==> src/rtl/memory_access_unit.sv <==
// memory_access_unit
//   Memory-stage load/store sequencer. Serialises scalar (1-byte) and vector
//   (VEC_BYTES-byte) accesses onto a byte-wide data memory with one cycle of
//   synchronous read latency. The pipeline is held with `stall` until load
//   data is assembled or the vector store has been fully issued.
//
// Ports
//   clk                      sole clock, rising edge
//   reset                    asynchronous, active-low
//   req_valid                memory instruction present (sampled in IDLE only)
//   req_is_vector            1 = VEC_BYTES-byte access, 0 = byte access
//   req_is_store             1 = store, 0 = load
//   req_addr                 base byte address
//   store_data               scalar store byte
//   store_vector             vector store data, byte k in bits [8k+7:8k]
//   mem_addr/mem_we/mem_wdata  data memory request (combinational)
//   mem_rdata                read data, valid the cycle after mem_addr
//   stall                    freezes the pipeline
//   done                     one-cycle pulse when the access retires
//   data_from_memory         last scalar load result
//   vector_data_from_memory  last vector load result
//   dbg_state                current sequencer state (0 = IDLE, 1 = LD,
//                            2 = VLD, 3 = VST, 4 = DONE)
//
// Handshake: a request is taken in IDLE when req_valid is high. `stall` acts
// as the inverse of ready: while it is high the request shown must be held by
// the pipeline, but only the copy latched at acceptance is ever used. `done`
// marks the single cycle in which the access retires.
module memory_access_unit #(
  parameter int ADDR_W    = 10,
  parameter int VEC_BYTES = 16
) (
  input  logic                   clk,
  input  logic                   reset,
  input  logic                   req_valid,
  input  logic                   req_is_vector,
  input  logic                   req_is_store,
  input  logic [ADDR_W-1:0]      req_addr,
  input  logic [7:0]             store_data,
  input  logic [8*VEC_BYTES-1:0] store_vector,
  output logic [ADDR_W-1:0]      mem_addr,
  output logic                   mem_we,
  output logic [7:0]             mem_wdata,
  input  logic [7:0]             mem_rdata,
  output logic                   stall,
  output logic                   done,
  output logic [7:0]             data_from_memory,
  output logic [8*VEC_BYTES-1:0] vector_data_from_memory,
  output logic [2:0]             dbg_state
);

  localparam int VEC_W = 8 * VEC_BYTES;
  localparam int IDX_W = $clog2(VEC_BYTES + 1);
  localparam logic [IDX_W-1:0] LAST_IDX = IDX_W'(VEC_BYTES - 1);
  localparam logic [IDX_W-1:0] END_IDX  = IDX_W'(VEC_BYTES);

  typedef enum logic [2:0] {
    S_IDLE = 3'd0,
    S_LD   = 3'd1,
    S_VLD  = 3'd2,
    S_VST  = 3'd3,
    S_DONE = 3'd4
  } state_t;

  state_t             state_q, state_d;
  logic [IDX_W-1:0]   idx_q, idx_d;
  logic [ADDR_W-1:0]  addr_q, addr_d;
  logic [VEC_W-1:0]   vec_q, vec_d;
  logic [VEC_W-1:0]   shadow_q, shadow_d;
  logic [7:0]         dfm_q, dfm_d;
  logic [VEC_W-1:0]   vdfm_q, vdfm_d;

  assign data_from_memory        = dfm_q;
  assign vector_data_from_memory = vdfm_q;
  assign dbg_state               = state_q;

  // State register
  always_ff @(posedge clk or negedge reset) begin
    if (!reset) begin
      state_q  <= S_IDLE;
      idx_q    <= '0;
      addr_q   <= '0;
      vec_q    <= '0;
      shadow_q <= '0;
      dfm_q    <= '0;
      vdfm_q   <= '0;
    end else begin
      state_q  <= state_d;
      idx_q    <= idx_d;
      addr_q   <= addr_d;
      vec_q    <= vec_d;
      shadow_q <= shadow_d;
      dfm_q    <= dfm_d;
      vdfm_q   <= vdfm_d;
    end
  end

  // Next-state logic
  always_comb begin
    state_d  = state_q;
    idx_d    = idx_q;
    addr_d   = addr_q;
    vec_d    = vec_q;
    shadow_d = shadow_q;
    dfm_d    = dfm_q;
    vdfm_d   = vdfm_q;
    case (state_q)
      S_IDLE: begin
        if (req_valid) begin
          addr_d = req_addr;
          vec_d  = store_vector;
          idx_d  = '0;
          if (req_is_vector) begin
            // Byte 0 goes out this cycle, so the stream resumes at byte 1.
            idx_d   = IDX_W'(1);
            state_d = req_is_store ? S_VST : S_VLD;
          end else if (!req_is_store) begin
            state_d = S_LD;
          end
        end
      end
      S_LD: begin
        dfm_d   = mem_rdata;
        state_d = S_DONE;
      end
      S_VLD: begin
        // Read data lags the address by one cycle: it belongs to byte idx-1.
        for (int k = 0; k < VEC_BYTES; k++) begin
          if (idx_q == IDX_W'(k + 1)) shadow_d[8*k +: 8] = mem_rdata;
        end
        if (idx_q == END_IDX) begin
          // Publish the whole vector at once; a partial load never leaks out.
          vdfm_d  = shadow_d;
          idx_d   = '0;
          state_d = S_DONE;
        end else begin
          idx_d = idx_q + IDX_W'(1);
        end
      end
      S_VST: begin
        if (idx_q == LAST_IDX) begin
          idx_d   = '0;
          state_d = S_IDLE;
        end else begin
          idx_d = idx_q + IDX_W'(1);
        end
      end
      S_DONE: begin
        state_d = S_IDLE;
      end
      default: begin
        state_d = S_IDLE;
        idx_d   = '0;
      end
    endcase
  end

  // Output logic. Reset forces every request output low immediately so an
  // aborted access stops driving the memory in the same instant.
  always_comb begin
    mem_addr  = '0;
    mem_we    = 1'b0;
    mem_wdata = '0;
    stall     = 1'b0;
    done      = 1'b0;
    if (reset) begin
      case (state_q)
        S_IDLE: begin
          if (req_valid) begin
            mem_addr = req_addr;
            if (!req_is_vector && req_is_store) begin
              mem_we    = 1'b1;
              mem_wdata = store_data;
              done      = 1'b1;
            end else begin
              stall = 1'b1;
              if (req_is_vector && req_is_store) begin
                mem_we    = 1'b1;
                mem_wdata = store_vector[7:0];
              end
            end
          end
        end
        S_LD: begin
          stall = 1'b1;
        end
        S_VLD: begin
          stall = 1'b1;
          if (idx_q <= LAST_IDX) mem_addr = addr_q + ADDR_W'(idx_q);
        end
        S_VST: begin
          mem_we   = 1'b1;
          mem_addr = addr_q + ADDR_W'(idx_q);
          for (int k = 0; k < VEC_BYTES; k++) begin
            if (idx_q == IDX_W'(k)) mem_wdata = vec_q[8*k +: 8];
          end
          stall = (idx_q < LAST_IDX);
          done  = (idx_q == LAST_IDX);
        end
        S_DONE: begin
          done = 1'b1;
        end
        default: begin
          mem_addr = '0;
        end
      endcase
    end
  end

endmodule

==> config.mk <==
export PLATFORM = sky130hd
export DESIGN_NAME = memory_access_unit
export DESIGN_NICKNAME = d
export VERILOG_FILES = /design/src/rtl/memory_access_unit.sv
export SDC_FILE = /design/constraint.sdc
export NUM_CORES = 1
export LEC_CHECK = 0
export ABC_CLOCK_PERIOD_IN_PS = 4400
export CORE_ASPECT_RATIO = 0.5
export CORE_MARGIN = 5
export CORE_UTILIZATION = 53
export DETAILED_ROUTE_END_ITERATION = 16
export PLACE_DENSITY = 0.87
export SLEW_MARGIN = 20
export SYNTH_ARGS = -nofsm -noshare
export SYNTH_HDL_FRONTEND = slang
export SYNTH_SLANG_ARGS = --single-unit
==> constraint.sdc <==
create_clock -name clk -period 4.4 [get_ports clk]
set_clock_uncertainty 0.2 [all_clocks]
set_input_delay 0.88 -clock clk [delete_from_list [all_inputs] [get_ports clk]]
set_output_delay 0.88 -clock clk [all_outputs]
set_load 0.05 [all_outputs]
==> flow_metrics.tcl, run 1 <==
set metrics [dict create \
    status "finished clean" \
    final_common_cell "nand2_1" \
    pre_cts_slack_ns 0.359 \
    worstPathArrival_ns 3.27 \
    syn_nets 2116 \
    track_usage 0.293 \
    via_per_inst 5.88 \
    syn_to_final_growth_pct 28.8 \
    grt_pass1_vias 16094 \
    cp.required_ns 3.32 \
    synth-edff-count 0 \
    ys_types 74 \
    cts_buffers 37 \
    period_share 0.989 \
    setup_slack_ns 0.0483 \
    port_buffers 318 \
    initial_core_util 0.537 \
    final_nets 2391 \
    start_kind "register" \
    setup_viol 0 \
    die-area_sq_um 39100 \
    clk_latency_ns 0.55 \
    synthArstFlopShare 1.00 \
    finalWirelength_um 58400 \
    area.sequential_sq_um 10100 \
    ys_seq_area_frac 0.542 \
    root_buffer "clkbuf_16" \
    fmax_ghz 0.230 \
    overflow 0 \
    hold_viol_final 0 \
    top_layer_used "met4" \
    fp.dieH_um 142 \
    avgRoutedWirePerCell_um 21.4 \
    syn_area_per_cell_sq_um 9.54 \
    coreArea_sq_um 34500 \
    drtIter0Drc 1916 \
    drcViolationCount 0 \
    multi_input_area_sq_um 7960 \
    wl_met2_um 28800 \
    p_leak_nw 10.6 \
    drive_above_1_share 0.142 \
    hold_class "input pin to asynchronous set/reset pin" \
    cts_tree "yes" \
    postCtsHoldBufs 0 \
    wl_met1_um 22800 \
    htree_levels 2 \
    vias 16037 \
    crit_path_max_fanout 8 \
    ys_warn_count 0 \
    powerDensity_nw_per_um2 522 \
    synth_seq_cells 402 \
    grt_antenna_before_repair 7 \
    rows 48 \
    post-dp-hpwl_um 39800 \
    grt_pass1_wl_um 90200 \
    tightest_slew_ns 0.968 \
    synthCells 1945 \
    netlist_area_sq_um 18600 \
    clock_path_buffers 3 \
    critPathCaptureType "output port" \
    io_pins 319 \
    peakVddDrop_v 0.000262 \
    placed_cell_area_sq_um 22500 \
    post-route-min-period_ns 4.35 \
    stdcell_area_sq_um 23900 \
    maxCapViolCount 0 \
    criticalPathCategory "register to output port" \
    layout_common_cells "nand2_1, dfrtp_1, clkdlybuf4s50_1" \
    die_w_um 275 \
    firstDrtPassIters 8 \
    clkSinkCount 402 \
    grt_max_degree 169 \
    maxSlewHeadroom 0.354 \
    synthFlopType "dfrtp_1" \
    power_mw 12.5 \
    slew_violations 0 \
    drtAntennaViolNets 0 \
    clk_pin_slew_ns 0.07 \
    routed-wl-met3_um 3730 \
    routabilityCongestion 0.964 \
    fill_cells 2470 \
]
==> registers in the layout (all words and copies together) (netlist names) <==
register,flops
vector_data_from_memory,128
vec_q,128
idx_q,5
data_from_memory,8
addr_q,10
dbg_state,3
shadow_q,120
==> worst max-delay path, stage by stage, from the launching register on <==
cell and delay, ns:
dfrtp_2 0.48, ha_1 0.25, nand3_1 0.12, inv_1 0.07
ha_1 0.20, nor4bb_2 0.46, nand2_1 0.19, nor3_1 0.25
o211a_1 0.18, o31ai_1 0.06, a21oi_1 0.28, buf_12 0.18
==> report_power, final <==
part | total (mW) | internal [mW] | switching (mW)
Clock | 3.39 | 1.90 | 1.49
Combinational | 3.79 | 1.54 | 2.24
Sequential | 5.31 | 4.59 | 0.719
Total | 12.5 | 8.04 | 4.45
==> cell type report <==
type | count | area share
Sequential cell | 402 | 0.421
Multi-Input combinational cell | 1380 | 0.333
Timing Repair Buffer | 384 | 0.165
Clock buffer | 47 | 0.0441
Tap cell | 475 | 0.0249
Clock inverter | 19 | 0.00895
Inverter | 15 | 0.00236
Antenna cell | 7 | 0.000733
==> logic make-up after synthesis <==
group / synth area share
buf+inv: 0.0381
compound gates: 0.102
mux: 0.105
flops: 0.542
xor+xnor: 0.00283
fa+ha+maj: 0.00850
simple gates: 0.201
==> synth_stat cells (4+ instances only) <==
cell | count | area (sq um)
nand2b_1 | 5 | 31.3
o211ai_1 | 7 | 52.6
o31ai_1 | 6 | 45.0
o21a_1 | 5 | 37.5
a211oi_1 | 4 | 30.0
clkbuf_1 | 88 | 330
dfrtp_1 | 402 | 10100
xor2_1 | 4 | 35.0
nor2b_1 | 17 | 106
inv_1 | 15 | 56.3
nor2_1 | 107 | 402
and3_1 | 4 | 25.0
or2_2 | 4 | 25.0
nand4bb_1 | 6 | 67.6
buf_2 | 44 | 220
a221o_1 | 4 | 40.0
buf_1 | 7 | 26.3
mux2i_1 | 50 | 500
nand4b_1 | 5 | 43.8
nor3_1 | 14 | 70.1
o22ai_1 | 14 | 87.6
buf_4 | 4 | 30.0
a22oi_1 | 7 | 52.6
a222oi_1 | 8 | 80.1
o221ai_1 | 7 | 61.3
a21o_1 | 7 | 52.6
a21oi_1 | 42 | 210
a22o_1 | 6 | 52.6
a221oi_1 | 8 | 70.1
ha_1 | 11 | 138
o21ai_0 | 82 | 410
nor4bb_1 | 4 | 40.0
a31oi_1 | 77 | 482
mux2_2 | 128 | 1440
nand2_1 | 664 | 2490
nand3_1 | 13 | 65.1
nor4_1 | 5 | 31.3
==> per-stage QoR <==
step | hold WS (ns) | setup TNS, ns | instances | utilization
2_1_floorplan | 0.238 | 0 | 1945 | -
3_3_place_gp | 0.256 | 0 | 2653 | 0.651
3_5_place_dp | 0.263 | 0 | 2653 | 0.651
4_1_cts | 0.280 | 0 | 2719 | 0.689
5_1_grt | 0.301 | -0.0259 | 2729 | 0.692
6_report | 0.257 | 0 | 2729 | 0.692
==> layer usage <==
metal | global-route usage | up-vias
met2 | 0.490 | 723
met5 | 0 | -
met3 | 0.0473 | 222
met4 | 0.147 | 0
met1 | 0.376 | 7948
li1 | - | 7144
==> worst paths after layout <==
kind                       slack [ns]                         start                            to  cells after the start
setup / recovery                 0.05                      idx_q[0]                  mem_wdata[4]                     11
hold / removal                   0.26                         reset                     vec_q[93]                      2
setup reg to reg                 1.03                      idx_q[0]   vector_data_from_memory[88]                     10
hold reg to reg                  0.28  vector_data_from_memory[120]  vector_data_from_memory[120]                      2
max in group asynchronous        2.11                         reset           data_from_memory[4]                      3
min in group clk                 0.28  vector_data_from_memory[120]  vector_data_from_memory[120]                      2
==> what timing repair did <==
item	4_1_cts	5_1_grt
setup endpoints to repair	8	8
pin swaps	0	2
buffers inserted	0	3
gates resized for setup	9	13
Note: power is estimated with default switching activity, not from simulation.
==> run 2, diff against run 1 <==
ABC_CLOCK_PERIOD_IN_PS = 5300   (was 4400)
CORE_UTILIZATION = 55   (was 53)
DONT_BUFFER_PORTS = 1   (was not set)
PLACE_DENSITY = 0.77   (was 0.87)
TNS_END_PERCENT = 1   (was not set)
clock period = 5.3 ns   (was 4.4 ns; I/O delays follow)
==> run 2 against run 1 <==
Effect of this change: sequential power down 15%; non-clock buffer count shrank 335; critical path depth is 2 lower; cell count decreased by 14%; register-to-register slack better by 0.25 ns; count of clock-buffer cells in the layout is 4 higher; sequential share of layout area grew 7.9 points; highest routed layer unchanged.
==> flow_metrics.tcl, run 2 (synthesis results as in run 1) <==
set metrics [dict create \
    cp_slowest_cell "dfrtp_1" \
    die_w_um 270 \
    powerDensity_nw_per_um2 476 \
    clk_pin_slew_ns 0.07 \
    power.internal_mw 6.18 \
    grt_antenna_before_repair 3 \
    post-dp-hpwl_um 35500 \
    tightest_slew_ns 1.10 \
    port_buffers 0 \
    grt_max_degree 406 \
    cpPeakStageDelay_ns 1.00 \
    pre_cts_slack_ns 0.803 \
    slew_violations 0 \
    drtIter0Drc 1513 \
    fp.dieH_um 140 \
    critPathCaptureType "output port" \
    peakVddDrop_v 0.000255 \
    io_pins 319 \
    hold_class "input pin to asynchronous set/reset pin" \
    syn_to_final_growth_pct 8.36 \
    layout_common_cells "nand2_1, dfrtp_1, mux2_2" \
    maxSlewHeadroom 0.271 \
    clkPwrFrac 0.272 \
    cp.required_ns 4.04 \
    power_mw 9.57 \
    crit_path_max_fanout 36 \
    initial_core_util 0.559 \
    htree_levels 2 \
    post-route-min-period_ns 4.95 \
    drive_above_1_share 0.137 \
    drcViolationCount 0 \
    setup_viol 0 \
    grt_pass1_vias 13942 \
    hold_viol_final 0 \
    status "finished clean" \
    overflow 0 \
    crit_path_frequent_cell "buf_4" \
    coreArea_sq_um 33200 \
    firstDrtPassIters 8 \
    postCtsHoldBufs 0 \
    avgRoutedWirePerCell_um 22.1 \
    start_kind "register" \
    clkSinkCount 402 \
    power_frac_comb 0.254 \
    crit_chain "nand3_1, inv_1, ha_1, buf_4, and3_1, a22o_1, a21oi_1, o22ai_1, buf_4" \
    grt_pass1_wl_um 81000 \
    via_per_inst 6.00 \
    drtAntennaViolNets 0 \
    criticalPathCategory "register to output port" \
    rsz0062_at_grt "false" \
    maxCapViolCount 0 \
    cts_buffers 37 \
    track_usage 0.270 \
    setup_slack_ns 0.352 \
    root_buffer "clkbuf_16" \
    finalWirelength_um 51900 \
    final_nets 2056 \
    switchingPower_mw 3.39 \
    fmax_ghz 0.202 \
    rows 47 \
    tns_ns 0 \
    die-area_sq_um 37700 \
    vias 14102 \
    p_leak_nw 9.05 \
    worstPathArrival_ns 3.69 \
    period_share 0.934 \
    routabilityCongestion 0.960 \
    clk_latency_ns 0.54 \
    clock_path_buffers 3 \
    final_common_cell "nand2_1" \
    hold-worst-slack_ns 0.0420 \
    swShare 0.354 \
    p_seq_frac 0.473 \
    cts_tree "yes" \
]
[run 2: changes by cell type in the layout (fill, tap and decap cells not counted), sizes merged]
cell / delta
buf: -38
bufinv: -3
clkbuf: +4
clkdlybuf4s50: -297
clkinv: -6
diode: -4
inv: +1
[run 2: power by group through the flow]
stage,Combinational (mW),Sequential (mW),Clock [mW]
2_1_floorplan,1.91,4.30,0
3_3_place_gp,2.34,4.55,0
3_5_place_dp,2.41,4.56,0
4_1_cts,2.43,4.51,2.65
5_1_grt,2.73,4.59,2.78
6_report,2.44,4.53,2.61
[run 2: repair_timing]
action | 4_1_cts | 5_1_grt
setup endpoints to repair | 0 | 1
buffers inserted | 0 | 0
resized for setup | 0 | 4
[run 2: per-stage QoR]
stage / utilization / instance area, sq um / cells
4_1_cts: 0.605 / 20100 / 2349
3_5_place_dp: 0.571 / 18900 / 2287
3_3_place_gp: 0.571 / 18900 / 2287
2_1_floorplan: - / 18600 / 1945
6_report: 0.606 / 20100 / 2352
5_1_grt: 0.606 / 20100 / 2352
[run 2: final cells by class]
type | instances | area [sq um]
clock inverter | 11 | 98.8
inverter | 15 | 56.3
multi-input combinational | 1380 | 7880
fill | 2801 | 13100
timing repair buffer | 49 | 393
clock buffer | 51 | 1060
tap | 441 | 552
antenna | 3 | 7.51
sequential | 402 | 10100
[run 2: worst paths after layout]
check	start	endpoint	slack, ns	depth (start not counted)
min reg2reg	vec_q[106]	vec_q[106]	0.28	2
min	reset	vec_q[35]	0.04	0
max reg2reg	idx_q[0]	vector_data_from_memory[31]	1.28	8
max in group asynchronous	reset	vector_data_from_memory[55]	4.08	0
min in group clk	vec_q[106]	vec_q[106]	0.28	2
max	idx_q[2]	mem_wdata[0]	0.35	9
[run 2: critical path: cells and delay by family (launching register included)]
family	cells	cell delay, ns
flops	1	1.00
simple gates	2	0.75
buf+inv	3	0.64
compound gates	3	0.57
fa+ha+maj	1	0.17
[run 2: metal layers]
| layer | vias up | part of all wire | routed length (um) | GRT usage |
|---|---|---|---|---|
| met2 | 484 | 0.48 | 24900 | 0.441 |
| met1 | 7043 | 0.42 | 21600 | 0.359 |
| li1 | 6466 | - | - | - |
| met4 | 0 | 0.035 | 1820 | 0.0972 |
| met3 | 109 | 0.068 | 3520 | 0.0624 |
| met5 | - | 0 | 0 | 0 |
